$ cat config.mk
export PLATFORM = sky130hd
export DESIGN_NAME = ddfs_rot_ctrl
export DESIGN_NICKNAME = d
export VERILOG_FILES = /design/src/rtl/ddfs_pkg.sv /design/src/rtl/ddfs_lfsr_dither.sv /design/src/rtl/ddfs_rot_ctrl.sv
export SDC_FILE = /design/constraint.sdc
export NUM_CORES = 1
export LEC_CHECK = 0
export CORE_AREA = 2 2 86 130
export CTS_BUF_LIST = sky130_fd_sc_hd__clkbuf_4 sky130_fd_sc_hd__clkbuf_8
export DETAILED_ROUTE_END_ITERATION = 8
export DIE_AREA = 0 0 88 132
export GPL_ROUTABILITY_DRIVEN = 0
export PLACE_DENSITY = 0.77
export SYNTH_ARGS = -nofsm -noshare
export SYNTH_HDL_FRONTEND = slang
export SYNTH_SLANG_ARGS = --single-unit
$ cat constraint.sdc
create_clock -name clk -period 6 [get_ports clk]
set_input_delay 1.2 -clock clk [delete_from_list [all_inputs] [get_ports clk]]
set_output_delay 1.2 -clock clk [all_outputs]
set_load 0.005 [all_outputs]
$ cat src/rtl/ddfs_pkg.sv
// Shared widths, latencies, FSM states, LFSR constants and the
// rotation-word segment helper for the DDFS rotator sequencer.
package ddfs_pkg;

  localparam int unsigned DEF_PHASE_W = 32;
  localparam int unsigned DEF_ADDR_W  = 7;
  localparam int unsigned DEF_ROT_W   = 9;
  localparam int unsigned DEF_LUT_LAT = 1;
  localparam int unsigned DEF_ROT_LAT = 4;
  localparam int unsigned SEG_W       = 3;

  typedef enum logic [1:0] {
    ST_IDLE  = 2'd0,
    ST_RUN   = 2'd1,
    ST_DRAIN = 2'd2
  } state_t;

  // x^16 + x^14 + x^13 + x^11 + 1, shift-left form: taps at bits 15,13,12,10
  localparam int unsigned LFSR_W    = 16;
  localparam logic [15:0] LFSR_SEED = 16'hACE1;
  localparam logic [15:0] LFSR_TAPS = 16'hB400;

  // Return 3-bit segment k (0 = LSB segment) of a rotation word
  function automatic logic [SEG_W-1:0] rot_seg(input logic [DEF_ROT_W-1:0] w,
                                              input logic [1:0] k);
    case (k)
      2'd0:    rot_seg = w[2:0];
      2'd1:    rot_seg = w[5:3];
      default: rot_seg = w[8:6];
    endcase
  endfunction

endpackage

$ cat src/rtl/ddfs_lfsr_dither.sv
// 16-bit Fibonacci LFSR used as phase dither source.
// Only instantiated when DDFS_PHASE_DITHER_EN is defined.
module ddfs_lfsr_dither
  import ddfs_pkg::*;
(
  input  logic              clk,
  input  logic              rst_n,
  input  logic              en,
  output logic [LFSR_W-1:0] lfsr
);

  // Advance one step per enabled cycle
  always_ff @(posedge clk or negedge rst_n) begin
    if (!rst_n) begin
      lfsr <= LFSR_SEED;
    end else if (en) begin
      lfsr <= {lfsr[LFSR_W-2:0], ^(lfsr & LFSR_TAPS)};
    end
  end

endmodule

$ cat src/rtl/ddfs_rot_ctrl.sv
// DDFS coarse-LUT + rotator sequencer: phase accumulator, phase split,
// LUT read issue, stage enables, valid token and start/stop/drain FSM.
// Optional phase dither: define DDFS_PHASE_DITHER_EN.
module ddfs_rot_ctrl
  import ddfs_pkg::*;
#(
  parameter int unsigned PHASE_W = DEF_PHASE_W,
  parameter int unsigned ADDR_W  = DEF_ADDR_W,
  parameter int unsigned ROT_W   = DEF_ROT_W,
  parameter int unsigned LUT_LAT = DEF_LUT_LAT,
  parameter int unsigned ROT_LAT = DEF_ROT_LAT
) (
  input  logic               clk,
  input  logic               rst_n,
  input  logic               start,
  input  logic               stop,
  input  logic               fcw_valid,
  input  logic [PHASE_W-1:0] fcw,
  output logic               fcw_ready,
  input  logic [1:0]         stage_mask,
  output logic               lut_rd_en,
  output logic [ADDR_W-1:0]  lut_addr,
  output logic [ROT_W-1:0]   phi_rot,
  output logic [2:0]         rot_en,
  output logic               out_valid,
  output logic               busy,
  output logic               done
);

  localparam int unsigned T_W     = ADDR_W + ROT_W;
  localparam int unsigned TOK_LAT = LUT_LAT + ROT_LAT;
  localparam int unsigned CNT_W   = $clog2(TOK_LAT + 1);

  state_t                          state;
  logic [PHASE_W-1:0]              phase;
  logic [PHASE_W-1:0]              fcw_active;
  logic [PHASE_W-1:0]              phase_eff;
  logic [CNT_W-1:0]                drain_cnt;
  logic [TOK_LAT:0]                tok_q;
  logic [LUT_LAT:0][ROT_W-1:0]     rot_q;
  logic [LUT_LAT:0][2:0]           en_q;
  logic [T_W-1:0]                  trunc;
  logic [ADDR_W-1:0]               addr_word;
  logic [ROT_W-1:0]                rot_word;
  logic [2:0]                      en_word;
  logic                            issue;

`ifdef DDFS_PHASE_DITHER_EN
  localparam int unsigned DITH_W = PHASE_W - ADDR_W - ROT_W;
  logic [LFSR_W-1:0]  lfsr;
  logic [PHASE_W-1:0] dith;

  ddfs_lfsr_dither u_dither (
    .clk   (clk),
    .rst_n (rst_n),
    .en    (state == ST_RUN),
    .lfsr  (lfsr)
  );

  // Add zero-extended low LFSR bits below the truncation point
  always_comb begin
    dith = '0;
    for (int i = 0; i < int'(DITH_W) && i < int'(LFSR_W); i++) dith[i] = lfsr[i];
    phase_eff = phase + dith;
  end
`else
  assign phase_eff = phase;
`endif

  // Phase split and stage-enable decode for the read being issued
  always_comb begin
    trunc     = phase_eff[PHASE_W-1 -: T_W];
    addr_word = trunc[T_W-1 -: ADDR_W];
    rot_word  = trunc[ROT_W-1:0];
    en_word   = {stage_mask[1] && (rot_seg(DEF_ROT_W'(rot_word), 2'd2) != '0),
                 stage_mask[0] && (rot_seg(DEF_ROT_W'(rot_word), 2'd1) != '0),
                 1'b1};
  end

  // A read is issued on every cycle the FSM will spend in RUN
  assign issue = ((state == ST_IDLE) && start) || ((state == ST_RUN) && !stop);

  assign lut_rd_en = tok_q[0];
  assign out_valid = tok_q[TOK_LAT];
  assign phi_rot   = rot_q[LUT_LAT];
  assign rot_en    = en_q[LUT_LAT];

  // FSM, accumulator, read issue, alignment delay lines and drain counter
  always_ff @(posedge clk or negedge rst_n) begin
    if (!rst_n) begin
      state      <= ST_IDLE;
      phase      <= '0;
      fcw_active <= '0;
      drain_cnt  <= '0;
      tok_q      <= '0;
      rot_q      <= '0;
      en_q       <= '0;
      lut_addr   <= '0;
      fcw_ready  <= 1'b1;
      busy       <= 1'b0;
      done       <= 1'b0;
    end else begin
      fcw_ready <= 1'b1;
      done      <= 1'b0;

      if (fcw_valid && fcw_ready) fcw_active <= fcw;
      if (issue) begin
        phase    <= phase + fcw_active;
        lut_addr <= addr_word;
      end

      tok_q <= {tok_q[TOK_LAT-1:0], issue};
      rot_q <= {rot_q[LUT_LAT-1:0], issue ? rot_word : rot_q[0]};
      en_q  <= {en_q[LUT_LAT-1:0], issue ? en_word : 3'b000};

      case (state)
        ST_IDLE: begin
          if (start) begin
            state <= ST_RUN;
            busy  <= 1'b1;
          end
        end
        ST_RUN: begin
          if (stop) begin
            state     <= ST_DRAIN;
            drain_cnt <= CNT_W'(TOK_LAT);
          end
        end
        ST_DRAIN: begin
          if (drain_cnt == CNT_W'(1)) begin
            state     <= ST_IDLE;
            drain_cnt <= '0;
            busy      <= 1'b0;
            done      <= 1'b1;
          end else begin
            drain_cnt <= drain_cnt - CNT_W'(1);
          end
        end
        default: state <= ST_IDLE;
      endcase
    end
  end

endmodule

==> flow_metrics.py <==
metrics = {
    "global_route": {
        "antenna_found_initial": 0,
        "grt_pass1_vias": 4405,
        "grt_start_max_net_pins": 83,
        "track_usage": 0.2105,
        "grt_pass1_wl_mm": 19.74,
        "grt_overflow": 0,
    },
    "placed_design": {
        "post-place-ws_ns": 2.772,
        "placed_cells": 738,
        "place_hpwl_mm": 8.391,
        "io_buffers": 61,
    },
    "clock_network": {
        "htreeDepth": 3,
        "post_cts_resize_count": 0,
        "clock_latency_ns": 0.37,
        "root_buffer": "clkbuf_8",
        "clock_sinks": 106,
        "cts_setup_buffers": 0,
        "clk_path_buf_depth": 2,
        "holdBufCountCts": 0,
        "clkTransAtPathRegs_ns": 0.10,
        "numCtsBuffers": 9,
        "cts_tree": "yes",
    },
    "timing": {
        "slew_headroom": 0.4905,
        "setup_violations": 0,
        "worst_pin_slew_ns": 0.7643,
        "setup_slack_ns": 3.070,
        "layout_worst_path_cycle_share": 0.4884,
        "min_period_ns": 2.930,
        "finalHoldViolCount": 0,
        "rsz0062_at_grt": "no",
        "fin_skew_ns": 0.01073,
        "final-max-slew-violation-count": 0,
        "fin_setup_tns_ns": 0,
        "fmax_ghz": 0.3413,
    },
    "floorplanning": {
        "start_util": 0.5430,
        "rows": 46,
        "coreArea_um2": 10420,
        "die_y_um": 132,
        "die_x_um": 88,
        "die_area_um2": 11620,
        "io_pins": 63,
    },
    "logic_synthesis": {
        "netlist_instances": 572,
        "synth.distinct_cells": 59,
        "syn_nets": 645,
        "ys_top_cells_by_area": "dfrtp_1 47%, ha_1 7.3%, nand2_1 7.0%, mux2_2 6.4%, a21oi_1 3.6%",
        "synth-seq-cells": 106,
        "synth_top_area_frac": 0.4689,
        "syn-cell-area_um2": 5657,
        "yosysTopAreaCell": "dfrtp_1",
        "ys_seq_area_frac": 0.4689,
        "async_reset_ff_frac": 1.000,
        "synth_edf_count": 0,
        "syn_area_per_cell_um2": 9.889,
        "yosys_warnings": 0,
        "synthFlopType": "dfrtp_1",
    },
    "detailed_routing": {
        "drt_iter0_markers": 184,
        "drc": 0,
        "vias": 4251,
        "wl_per_cell_um": 15.04,
        "wl_mm": 11.34,
        "dr.pass1.iters": 4,
        "viasPerCell": 5.638,
        "ant_nets": 0,
    },
    "setup_path": {
        "cp_slowest_cell": "a221oi_2",
        "cp-end-kind": "flop",
        "path_cells": "ha_1 > fa_1 > a21o_1 > a221oi_2 > or3_1 > nand2_1 > a221oi_1 > o221a_2 > o41ai_1",
        "cp_max_fo": 5,
        "cp.required_ns": 6.23,
        "path_delay_family": "compound AO/OA/AOI/OAI gates",
        "cpPeakStageDelay_ns": 0.43,
        "crit_type": "reg2reg",
        "crit_arrival_ns": 3.17,
        "path_buf_inv": 0,
        "critPathLaunchType": "flop",
    },
    "layout": {
        "antennaDiodeCount": 0,
        "final_util": 0.6259,
        "drive_gt1_frac": 0.1000,
        "stdcell_count": 754,
        "syn_to_final_growth_pct": 15.26,
        "fill_cells": 881,
        "nets": 678,
    },
    "status": {
        "status": "finished, final reports clean",
    },
    "job": {
        "cap_violations": 0,
    },
    "power": {
        "power_density_nw_per_um2": 525.8,
        "leakage_nw": 2.914,
        "p_total_mw": 3.428,
        "ir_worst_vdd_mv": 0.2328,
    },
    "min_path": {
        "hp-class": "reg2reg",
    },
}
## synthesized netlist by cell type (3+ instances only)
cell        n
ha_1       33
nor3_1      7
o21bai_1    4
a21oi_1    41
and2_1      3
buf_4      13
nor2_1     16
nor2b_1     4
mux2_2     32
a21o_1     10
nand2_1   106
nand2b_1    3
o21ai_1    18
nand4_1    16
clkbuf_1   26
xnor2_1    14
dfrtp_1   106
o21ai_0    23
o311a_1     3
or4_1       3
o211ai_1    4
a211oi_1    7
o31ai_1     3
buf_1       3
nand3_1     8
inv_1      16
xor2_1      9
## power by group
part           switching, mW  leakage [nW]  internal, mW
registers              0.165          1.28         0.976
logic                  0.999          1.51         0.763
clock network          0.244         0.120         0.281
## final cells by class
cell class                      instances  area (um^2)  share of cell area
Multi-Input combinational cell        407         2745              0.4210
Sequential cell                       106         2653              0.4068
Timing Repair Buffer                   64        630.6             0.09672
Tap cell                              144        180.2             0.02763
Clock buffer                            9        123.9             0.01900
Clock inverter                          7        123.9             0.01900
Inverter                               17        63.81            0.009787
## worst register-to-register path: cells and delay by family, from the launching register on
family	cells	cell delay, ns
simple gates	2	0.31
compound gates	5	1.40
flops	1	0.39
fa+ha+maj	2	0.67
## through the flow
step	cell area (um^2)	hold slack [ns]
floorplan	5657	0.3312
detailed placement	6272	0.3347
global route	6520	0.3682
global placement	6272	0.3329
CTS	6520	0.3571
finish	6520	0.3549
## cell families (layout without fill, tap and decap cells)
family,count (synthesis),in the layout,share of synthesized area
AND/OR/NAND/NOR,172,172,0.1347
AO/OA/AOI/OAI,143,143,0.1685
flip-flops,106,106,0.4689
buffers and inverters,59,97,0.04778
adder cells (fa/ha/maj),34,34,0.07653
multiplexers,34,34,0.06724
XOR/XNOR,23,23,0.03561
other,1,1,0.0006629
## layer usage
| layer | vias to the layer above | global-route usage | routed length, um |
|---|---|---|---|
| met4 | 0 | 0.08803 | 293 |
| met3 | 31 | 0.03632 | 383 |
| li1 | 2084 | - | - |
| met2 | 105 | 0.3754 | 6096 |
| met5 | - | 0 | 0 |
| met1 | 2031 | 0.2421 | 4568 |
## sequential cells by signal, indices dropped and copies added, names as in the netlist
signal	flops
en_q	3
busy	1
fcw_active	32
done	1
phi_rot	9
rot_q	9
drain_cnt	3
tok_q	4
rot_en	3
lut_addr	7
state	2
phase	32
## final timing paths
path	start	endpoint	slack, ns	cells past startpoint
setup / recovery	phase[0]$_DFFE_PN0P_	phase[28]$_DFFE_PN0P_	3.07	9
hold reg to reg	en_q[2]$_DFF_PN0_	rot_en[2]$_DFF_PN0_	0.35	0
min in group asynchronous	rst_n	tok_q[5]$_DFF_PN0_	0.82	1
max in group asynchronous	rst_n	phase[15]$_DFFE_PN0P_	4.03	2
setup reg to reg	phase[0]$_DFFE_PN0P_	phase[28]$_DFFE_PN0P_	3.07	9
hold / removal	en_q[2]$_DFF_PN0_	rot_en[2]$_DFF_PN0_	0.35	0
## placed cells by master (no fill, tap or decap), drive strengths merged, types with 2 or more instances in the layout
master and instances:
a22oi 2, inv 19, a21oi 41, xnor2 14
a21boi 2, nand4 16, a31o 2, nand2b 3
o31ai 3, and2 3, a221oi 2, o21bai 4
a221o 2, clkbuf 9, nand3b 2, bufinv 3
nor2b 4, nand2 106, a2111oi 2, a31oi 3
a211oi 8, or4 3, o211ai 4, nand3 8
o22ai 2, mux2 32, buf 4, nor2 16
o21ai 42, xor2 9, o311a 3, nor3 7
a21o 10, a211o 3, ha 33, mux2i 2
clkdlybuf4s50 60, dfrtp 106
Note: power is estimated with default switching activity, not from simulation.
